## config.mk

```make
export PLATFORM = sky130hd
export DESIGN_NAME = mesh_term_port
export DESIGN_NICKNAME = d
export VERILOG_FILES = /design/src/rtl/mesh_term_port.sv
export SDC_FILE = /design/constraint.sdc
export NUM_CORES = 1
export LEC_CHECK = 0
export BUFFER_PORTS_ARGS = -buffer_cell sky130_fd_sc_hd__buf_2
export CAP_MARGIN = 15
export CELL_PAD_IN_SITES_DETAIL_PLACEMENT = 1
export CELL_PAD_IN_SITES_GLOBAL_PLACEMENT = 1
export CORE_AREA = 2 2 177 179
export DETAILED_ROUTE_END_ITERATION = 10
export DIE_AREA = 0 0 179 181
export GPL_ROUTABILITY_DRIVEN = 1
export PLACE_DENSITY = 0.72
export SYNTH_ARGS = -nofsm -noshare
export SYNTH_HDL_FRONTEND = slang
export SYNTH_SLANG_ARGS = --single-unit
```

## constraint.sdc

```tcl
create_clock -name clk -period 6.7 [get_ports clk]
set_clock_uncertainty 0.05 [all_clocks]
set_input_delay 1.34 -clock clk [delete_from_list [all_inputs] [get_ports clk]]
set_output_delay 1.34 -clock clk [all_outputs]
set_load 0.1 [all_outputs]
```

## src/rtl/mesh_term_port.sv

```systemverilog
// Mesh terminal port: host TX FIFO toward the mesh, paced RX drain from the
// mesh into a host RX FIFO, and a saturating count of misdelivered packets.

module mesh_term_fifo #(
  parameter int W     = 40,
  parameter int DEPTH = 4
) (
  input  logic         clk,
  input  logic         reset,
  input  logic         i_wr,
  input  logic [W-1:0] i_wdata,
  input  logic         i_rd,
  output logic [W-1:0] o_rdata,
  output logic         o_pndng,
  output logic         o_full
);
  localparam int AW = $clog2(DEPTH);
  localparam int CW = AW + 1;

  logic [W-1:0]  r_mem [DEPTH];
  logic [AW-1:0] r_wp, r_rp;
  logic [CW-1:0] r_cnt;
  logic          w_rd, w_wr;

  // A write into a full FIFO still lands when the head leaves in the same cycle.
  assign w_rd = i_rd && (r_cnt != '0);
  assign w_wr = i_wr && (!o_full || w_rd);

  always_ff @(posedge clk or posedge reset) begin
    if (reset) begin
      r_wp  <= '0;
      r_rp  <= '0;
      r_cnt <= '0;
    end else begin
      if (w_wr) r_wp <= r_wp + AW'(1);
      if (w_rd) r_rp <= r_rp + AW'(1);
      r_cnt <= r_cnt + CW'(w_wr) - CW'(w_rd);
    end
  end

  always_ff @(posedge clk) begin
    if (w_wr) r_mem[r_wp] <= i_wdata;
  end

  assign o_full  = (r_cnt == CW'(DEPTH));
  assign o_pndng = (r_cnt != '0);
  assign o_rdata = o_pndng ? r_mem[r_rp] : '0;
endmodule

module mesh_term_port #(
  parameter int         pckg_sz    = 40,
  parameter int         fifo_depth = 4,
  parameter logic [3:0] ROW_ID     = 4'd0,
  parameter logic [3:0] COL_ID     = 4'd0
) (
  input  logic               clk,
  input  logic               reset,
  input  logic               tx_push,
  input  logic [pckg_sz-1:0] tx_data,
  output logic               tx_full,
  output logic               pndng_i_in,
  output logic [pckg_sz-1:0] data_out_i_in,
  input  logic               popin,
  input  logic               pndng,
  input  logic [pckg_sz-1:0] data_out,
  output logic               pop,
  input  logic               rx_pop,
  output logic [pckg_sz-1:0] rx_data,
  output logic               rx_pndng,
  output logic [7:0]         misroute_cnt
);
  typedef enum logic [1:0] {RX_IDLE, RX_POP, RX_GAP} rx_state_t;

  rx_state_t  r_state;
  logic [7:0] r_mis_cnt;
  logic       w_rx_full, w_rx_wr, w_misrouted;
  logic [3:0] w_row, w_col;

  mesh_term_fifo #(.W(pckg_sz), .DEPTH(fifo_depth)) u_tx (
    .clk     (clk),
    .reset   (reset),
    .i_wr    (tx_push),
    .i_wdata (tx_data),
    .i_rd    (popin),
    .o_rdata (data_out_i_in),
    .o_pndng (pndng_i_in),
    .o_full  (tx_full)
  );

  mesh_term_fifo #(.W(pckg_sz), .DEPTH(fifo_depth)) u_rx (
    .clk     (clk),
    .reset   (reset),
    .i_wr    (w_rx_wr),
    .i_wdata (data_out),
    .i_rd    (rx_pop),
    .o_rdata (rx_data),
    .o_pndng (rx_pndng),
    .o_full  (w_rx_full)
  );

  assign w_row       = data_out[pckg_sz-9 -: 4];
  assign w_col       = data_out[pckg_sz-13 -: 4];
  assign w_misrouted = (w_row != ROW_ID) || (w_col != COL_ID);
  assign w_rx_wr     = (r_state == RX_POP);

  // pop is a pure state decode so an async reset drops it immediately.
  assign pop          = (r_state == RX_POP);
  assign misroute_cnt = r_mis_cnt;

  always_ff @(posedge clk or posedge reset) begin
    if (reset) begin
      r_state   <= RX_IDLE;
      r_mis_cnt <= '0;
    end else begin
      case (r_state)
        RX_IDLE: if (pndng && !w_rx_full) r_state <= RX_POP;
        RX_POP: begin
          r_state <= RX_GAP;
          if (w_misrouted && r_mis_cnt != 8'hFF) r_mis_cnt <= r_mis_cnt + 8'd1;
        end
        default: r_state <= RX_IDLE;
      endcase
    end
  end
endmodule

```

Yosys cells after proc, flatten, opt, wreduce, memory -nomap -nowiden
Memories as Yosys holds them, arrays and structs flattened. Index checks and enable logic that the tools add are counted.

Input port bits: 86. Memories kept: 2. Output and inout bits: 92. Register bits after elaboration: 24. Word-level logic and storage cells: 49. RAM bits: 320.

Memories: u_rx.r_mem (depth 4, bits a word 40, rd ports 1, clocked after Yosys merged registers in 0, write ports 1, RTL line 20) `logic [W-1:0] r_mem [DEPTH];`; u_tx.r_mem (depth 4, bits a word 40, rd ports 1, clocked after Yosys merged registers in 0, write ports 1, RTL line 20).

Add/subtract/negate cells: 9. Equality and inequality tests: 5. Reductions and logical operators: 17. Multiplexer cells: 8.

Operators with widths (number): $mux 40 (2); $add 2x1->2 const B (4); $add 8x1->8 const B (1); $ne 8x8->1 const B (1); $reduce_bool 4->1 (2); $add 3x1->3 (2); $eq 3x3->1 const B (2); $logic_and 1x1->1 (6); $reduce_bool 3->1 (2); $sub 3x1->3 (2); $mux 1 (4); $pmux 2 s2 (1); $logic_or 1x1->1 (3); $eq 2x1->1 const B (1); $logic_not 1->1 (2); $logic_not 2->1 (1); $mux 2 (1); $ne 2x2->1 const B (1); $reduce_and 2->1 (1).

Logic depth before layout (Yosys ltp)
Gate-level depths: netlist (run 1).

Depth in word-level cells: 6. Depth in mapped cells: 8. Mapped depth without buffers: 8.

Hierarchy
Synthesis (run 1) repeated with hierarchy kept, for this count alone.

Cell total of the unflattened synthesis: 629. Area, all modules: 13539.2 µm².

By module, submodules not included: mesh_term_fifo (seq. area each 4979.8 µm², times used 2, area each 6520.0 µm², cells each 293); mesh_term_port (seq. area each 250.2 µm², times used 1, area each 499.2 µm², cells each 43).

Worst setup path after synthesis (run 1)
OpenSTA, ideal clock, no wires.

Kind: reg2out. From: reg u_rx.r_cnt[1]. To: out rx_data[30]. Path slack: 2.933 ns. Path buffers: 1. Data required time: 5.310 ns. Stages on the path, launching flop included: 4. Arrival: 2.377 ns. Cell sequence: dfrtp_1 or3_1 clkbuf_1 and2_1.

Longest elaborated chain between the ends: 2.

RTL lines: start: declaration (RTL line 22) `logic [CW-1:0] r_cnt;`; start signal: assignment (RTL line 37) `r_cnt <= r_cnt + CW'(w_wr) - CW'(w_rd);`; $reduce_bool 3->1 (RTL line 46) `assign o_pndng = (r_cnt != '0);`; net rx_pndng (RTL line 69) `output logic rx_pndng,`; $mux 40 (RTL line 47) `assign o_rdata = o_pndng ? r_mem[r_rp] : '0;`; end: declaration (RTL line 68) `output logic [pckg_sz-1:0] rx_data,`.

The timed path passes the listed nets, and every way through them passes these cells.

Worst setup path in the final report (run 1)
From: reg u_rx.r_rp[0]. To: out rx_data[20].

Longest elaborated chain between the ends: 2.

RTL lines: start: declaration (RTL line 21) `logic [AW-1:0] r_wp, r_rp;`; start signal: assignment (RTL line 36) `if (w_rd) r_rp <= r_rp + AW'(1);`; $mem_v2 4x40; $mux 40 (RTL line 47).

Every way passes these cells.

==> qor.yml, run 1 <==
status: "finished clean"
period_needed_ns: 4.35
portBuffers: 177
antenna_found_initial: 6
path_clk_slew_ns: 0.05
synthFlopType: "edfxtp_1"
start_kind: "flip-flop"
via_count: 6471
ys_seq_area_share_pct: 75.7
grt_start_max_net_pins: 43
preCtsSetupSlack_ns: 2.80
slew_viol_final: 0
setup_ws_ns: 2.35
vias_per_cell: 5.22
die_h_um: 181
rows: 64
clk_latency_ns: 0.50
clockBufferDepth: 3
h-tree-depth: 2
syn_inst: 619
die_w_um: 179
yosysUniqueCellTypes: 29
yosysWarnings: 0
io_pins: 178
max_slew_margin_pct: 23.2
reg2reg_depth: 9
worstPathArrival_ns: 2.96
cts_root_buf: "clkbuf_16"
dieArea_um2: 32400
path_class: "flip-flop to primary output"
min_from: "r_state[0]$_DFFE_PP0P_"
multi_input_area_um2: 2970
ff2ff_setup_slack_ns: 4.10
gp_congestion: 0.740
cp_slowest_cell: "dfrtp_2"
grt_pass1_vias: 7310
r2r_start: "u_tx.r_cnt[1]$_DFF_PP0_"
cp.required_ns: 5.31
overflow: 0
syn_nets: 720
n_antenna_cell: 0
cpPeakStageDelay_ns: 0.86
finalHoldViolations: 0
rsz0062_at_grt: "no"
maxCapViolCount: 0
cts_hold_buffers: 0
cp_max_fo: 22
path_cells: "buf_4 -> mux4_2 -> and2_1 -> buf_2"
tns_ns: 0
cts.sinks: 344
grt_pass1_wl_mm: 42.9
regArea_um2: 10200
synth-edff-count: 320
nNetsFinal: 915
whs_ns: 0.409
drt_iter0_drc: 450
cts_tree: "done"
start_util_pct: 44.4
syn_area_per_cell_um2: 21.8
cts_buffers: 37
drive_above_1_share_pct: 39.3
fill_cells: 2812
setup_violations: 0
crit_path_end_kind: "primary output"
synth_area_um2: 13500
synthArstFlopShare_pct: 6.98
drc_errors: 0
hold_path_class: "flip-flop to flip-flop"
holdPathEnd: "r_state[0]$_DFFE_PP0P_"
max_freq_ghz: 0.230
cts_setup_buffers: 0
ctsResizeCount: 0
firstDrtPassIters: 4
syn2layout_area_growth_pct: 17.7
hold_depth: 1
utilization_pct: 52.3
core_area_um2: 30300
hpwl_mm: 17.0
period_share_pct: 65.0
yosys_register_bits: 344
worstMarginPinSlew_ns: 1.15
drtAntennaViolNets: 0
avgRoutedWirePerCell_um: 22.4
reg2reg_to: "u_tx.r_cnt[2]$_DFF_PP0_"
drt_wl_total_mm: 27.8
grt_use_total_pct: 17.5
-- synth_stat cells, drive strengths merged, types with 4 or more instances --
cell / n / area, um2
and2: 91 / 569
dfrtp: 24 / 601
nand3: 4 / 20.0
xnor2: 14 / 123
edfxtp: 320 / 9610
ha: 13 / 163
clkbuf: 10 / 37.5
buf: 18 / 223
inv: 15 / 56.3
and3: 4 / 25.0
mux4: 80 / 1820
-- placed cells by master (no fill, tap or decap), drive strengths merged, types with 4 or more instances in the layout --
cell	instances
edfxtp	320
nand3	4
clkbuf	52
mux4	80
and3	4
and2	91
dfrtp	24
ha	13
buf	184
xnor2	14
inv	16
clkinv	13
-- cells by family after synthesis --
kind of cell             after synthesis  synth area share (%)
AO/OA/AOI/OAI                          3                 0.306
multiplexers                          83                  13.7
XOR/XNOR                              17                  1.10
buffers and inverters                 43                  2.35
adder cells (fa/ha/maj)               15                  1.50
flip-flops                           344                  75.7
AND/OR/NAND/NOR                      114                  5.32
-- critical path, delay by kind of cell, from the launching register on --
kind / cells / cell delay, ns
buffers and inverters: 2 / 0.81
flip-flops: 1 / 0.86
multiplexers: 1 / 0.58
AND/OR/NAND/NOR: 1 / 0.19
-- routing by layer --
| layer | part of all wire (%) | global-route usage [%] | wire length (um) | up-vias |
|---|---|---|---|---|
| met5 | 0.17 | 0 | 48 | - |
| met1 | 41 | 22.0 | 11300 | 3369 |
| met4 | 2.1 | 4.16 | 583 | 10 |
| li1 | - | - | - | 2857 |
| met2 | 51 | 30.3 | 14000 | 184 |
| met3 | 6.3 | 4.46 | 1760 | 51 |
-- final cells by class --
class / instances / share of cell area, %
Clock buffer: 52 / 6.52
Clock inverter: 16 / 0.804
Inverter: 15 / 0.355
Multi-Input combinational cell: 232 / 18.7
Sequential cell: 344 / 64.3
Tap cell: 396 / 3.12
Timing Repair Buffer: 184 / 6.15
-- flip-flops by register name, indices dropped and copies added (netlist names) --
| name | cells |
|---|---|
| u_rx.r_mem | 160 |
| u_tx.r_mem | 160 |
| misroute_cnt | 8 |
| u_rx.r_cnt | 3 |
| u_tx.r_cnt | 3 |
| r_state | 2 |
| u_rx.r_rp | 2 |
| u_rx.r_wp | 2 |
| u_tx.r_rp | 2 |
| u_tx.r_wp | 2 |
-- how the worst max path moves through the flow --
stage | from | endpoint | slack (ns) | cells past startpoint
after global placement | u_rx.r_rp[0]$_DFFE_PP0P_ | rx_data[7] | 2.86 | 4
after global routing | u_rx.r_rp[0]$_DFFE_PP0P_ | rx_data[12] | 2.13 | 4
final | u_rx.r_rp[0]$_DFFE_PP0P_ | rx_data[20] | 2.35 | 4
after detailed placement | u_rx.r_rp[0]$_DFFE_PP0P_ | rx_data[20] | 2.80 | 4
after floorplan | u_rx.r_cnt[1]$_DFF_PP0_ | rx_data[30] | 2.93 | 3
after CTS | u_rx.r_rp[0]$_DFFE_PP0P_ | rx_data[20] | 2.26 | 4
-- through the flow --
| stage | area, um2 | std cells |
|---|---|---|
| floorplan | 13500 | 619 |
| detailed placement | 14700 | 1168 |
| CTS | 15800 | 1236 |
| global placement | 14700 | 1168 |
| global route | 15900 | 1239 |
| finish | 15900 | 1239 |
Power of run 1 is left out: the tool's default activity adds up to more than one toggle a clock period on the data nets, which glitch-free logic cannot reach.
==> run 2, diff against run 1 <==
--- a/config.mk
+++ b/config.mk
@@ -13,7 +13,7 @@
 export DETAILED_ROUTE_END_ITERATION = 10
 export DIE_AREA = 0 0 179 181
 export GPL_ROUTABILITY_DRIVEN = 1
-export PLACE_DENSITY = 0.72
+export PLACE_DENSITY = 0.74
 export SYNTH_ARGS = -nofsm -noshare
 export SYNTH_HDL_FRONTEND = slang
 export SYNTH_SLANG_ARGS = --single-unit
==> constraint.sdc (replaced) <==
create_clock -name clk -period 3.7 [get_ports clk]
set_clock_uncertainty 0.05 [all_clocks]
set_input_delay 0.74 -clock clk [delete_from_list [all_inputs] [get_ports clk]]
set_output_delay 0.74 -clock clk [all_outputs]
set_load 0.1 [all_outputs]
==> run 2 against run 1 <==
  * Core utilization up 0.46 points
  * Register-to-register slack worse by 3.1 ns
  * Critical path depth unchanged
  * Sequential share of layout area down 0.56 points
  * Worst setup slack worse by 1.9 ns
  * Die area unchanged
  * Via count down 0.46%
  * Routed wire length down 4.3%
  * Non-clock buffer count up 9
  * Worst hold slack worse by 0.022 ns
  * Critical path type unchanged
  * Critical endpoint is now data_out_i_in[39]
  * Highest routed layer unchanged
==> qor.yml, run 2 (synthesis results as in run 1) <==
cts_hold_buffers: 0
drt_wl_total_mm: 26.6
worstMarginPinSlew_ns: 0.991
cp_max_fo: 37
path_clk_slew_ns: 0.06
drive_above_1_share_pct: 39.8
period_needed_ns: 3.24
vias_per_cell: 5.16
clk_latency_ns: 0.51
ff2ff_setup_slack_ns: 1.02
crit_buf_inv: 2
hold_path_class: "input port to flip-flop"
drt_iter0_drc: 397
gp_congestion: 0.685
overflow: 0
rows: 64
core_area_um2: 30300
reg2reg_depth: 8
cts_setup_buffers: 0
period_share_pct: 87.5
tns_ns: 0
max_slew_margin_pct: 33.9
path_class: "flip-flop to primary output"
cts_tree: "done"
final_common_cell: "edfxtp_1"
min_from: "tx_data[32]"
grt_pass1_vias: 7320
critPathLaunch: "u_tx.r_rp[0]$_DFFE_PP0P_"
worstPathArrival_ns: 2.45
cts_buffers: 38
syn2layout_area_growth_pct: 18.7
avgRoutedWirePerCell_um: 21.3
drtAntennaViolNets: 0
firstDrtPassIters: 4
dieArea_um2: 32400
hpwl_mm: 16.6
clockBufferDepth: 3
drc_errors: 0
hold_depth: 1
worstSetupPathDepth: 4
maxCapViolCount: 0
path_cells: "buf_12 -> mux4_1 -> and2_1 -> buf_2"
grt_start_max_net_pins: 41
cp_slowest_cell: "mux4_1"
cp.required_ns: 2.91
io_pins: 178
holdPathEnd: "u_tx.r_mem[0][32]$_DFFE_PP_"
start_kind: "flip-flop"
reg2reg_to: "u_tx.r_cnt[2]$_DFF_PP0_"
nNetsFinal: 925
finalHoldViolations: 0
grt_pass1_wl_mm: 41.2
slew_viol_final: 0
h-tree-depth: 2
cts_root_buf: "clkbuf_16"
r2r_start: "u_tx.r_cnt[1]$_DFF_PP0_"
antenna_found_initial: 4
status: "finished clean"
setup_violations: 0
die_h_um: 181
portBuffers: 177
start_util_pct: 44.4
cpPeakStageDelay_ns: 0.60
cts.sinks: 344
grt_use_total_pct: 16.8
max_freq_ghz: 0.309
layout_common_cells: "edfxtp_1, buf_2, and2_1, mux4_2, clkbuf_16"
via_count: 6441
crit_family: "buffers and inverters"
ctsResizeCount: 0
rsz0062_at_grt: "no"
crit_path_end_kind: "primary output"
die_w_um: 179
-- run 2: changes by cell type in the layout (fill, tap and decap cells not counted) --
cell,before,now
buf_12,3,5
buf_4,4,11
bufinv_16,2,4
clkbuf_1,12,7
clkinv_1,5,10
clkinv_2,8,4
diode_2,0,3
-- run 2: worst max-delay path by stage --
stage                             end  slack (ns)
finish              data_out_i_in[39]        0.46
global route        data_out_i_in[39]        0.36
global placement    data_out_i_in[10]        1.00
floorplan                 rx_data[30]        0.53
detailed placement   data_out_i_in[0]        0.99
CTS                 data_out_i_in[39]        0.40
-- run 2: per-layer routing --
layer | GRT usage (%) | wire length [um]
met3 | 4.00 | 1730
met1 | 21.0 | 10900
met4 | 4.49 | 459
met2 | 29.1 | 13400
met5 | 0 | 19
-- run 2: stage by stage --
step	setup slack, ns	std cells	hold slack (ns)	utilization (%)	area (um2)
2_1_floorplan	0.533	619	0.369	-	13500
3_3_place_gp	1.00	1180	0.380	48.8	14800
3_5_place_dp	0.992	1180	0.398	48.8	14800
4_1_cts	0.404	1246	0.368	52.7	16000
5_1_grt	0.357	1247	0.381	52.8	16000
6_report	0.463	1249	0.387	52.8	16000
-- run 2: area by class of cell --
| class | instances | area (um2) |
|---|---|---|
| inverter | 15 | 56.3 |
| timing repair buffer | 193 | 1070 |
| clock inverter | 19 | 186 |
| multi-input combinational | 232 | 2970 |
| antenna | 3 | 7.51 |
| sequential | 344 | 10200 |
| clock buffer | 47 | 1020 |
| tap | 396 | 495 |
| fill | 2744 | 14300 |
-- run 2: worst register-to-register path, cell delays in order (launching register included) --
cell and delay (ns):
dfrtp_1 0.39, or3_1 0.63, and2_1 0.32, ha_1 0.29
inv_1 0.04, ha_1 0.19, fa_1 0.38, xnor2_1 0.19
xnor2_1 0.14
Power of run 2 is left out for the same reason.
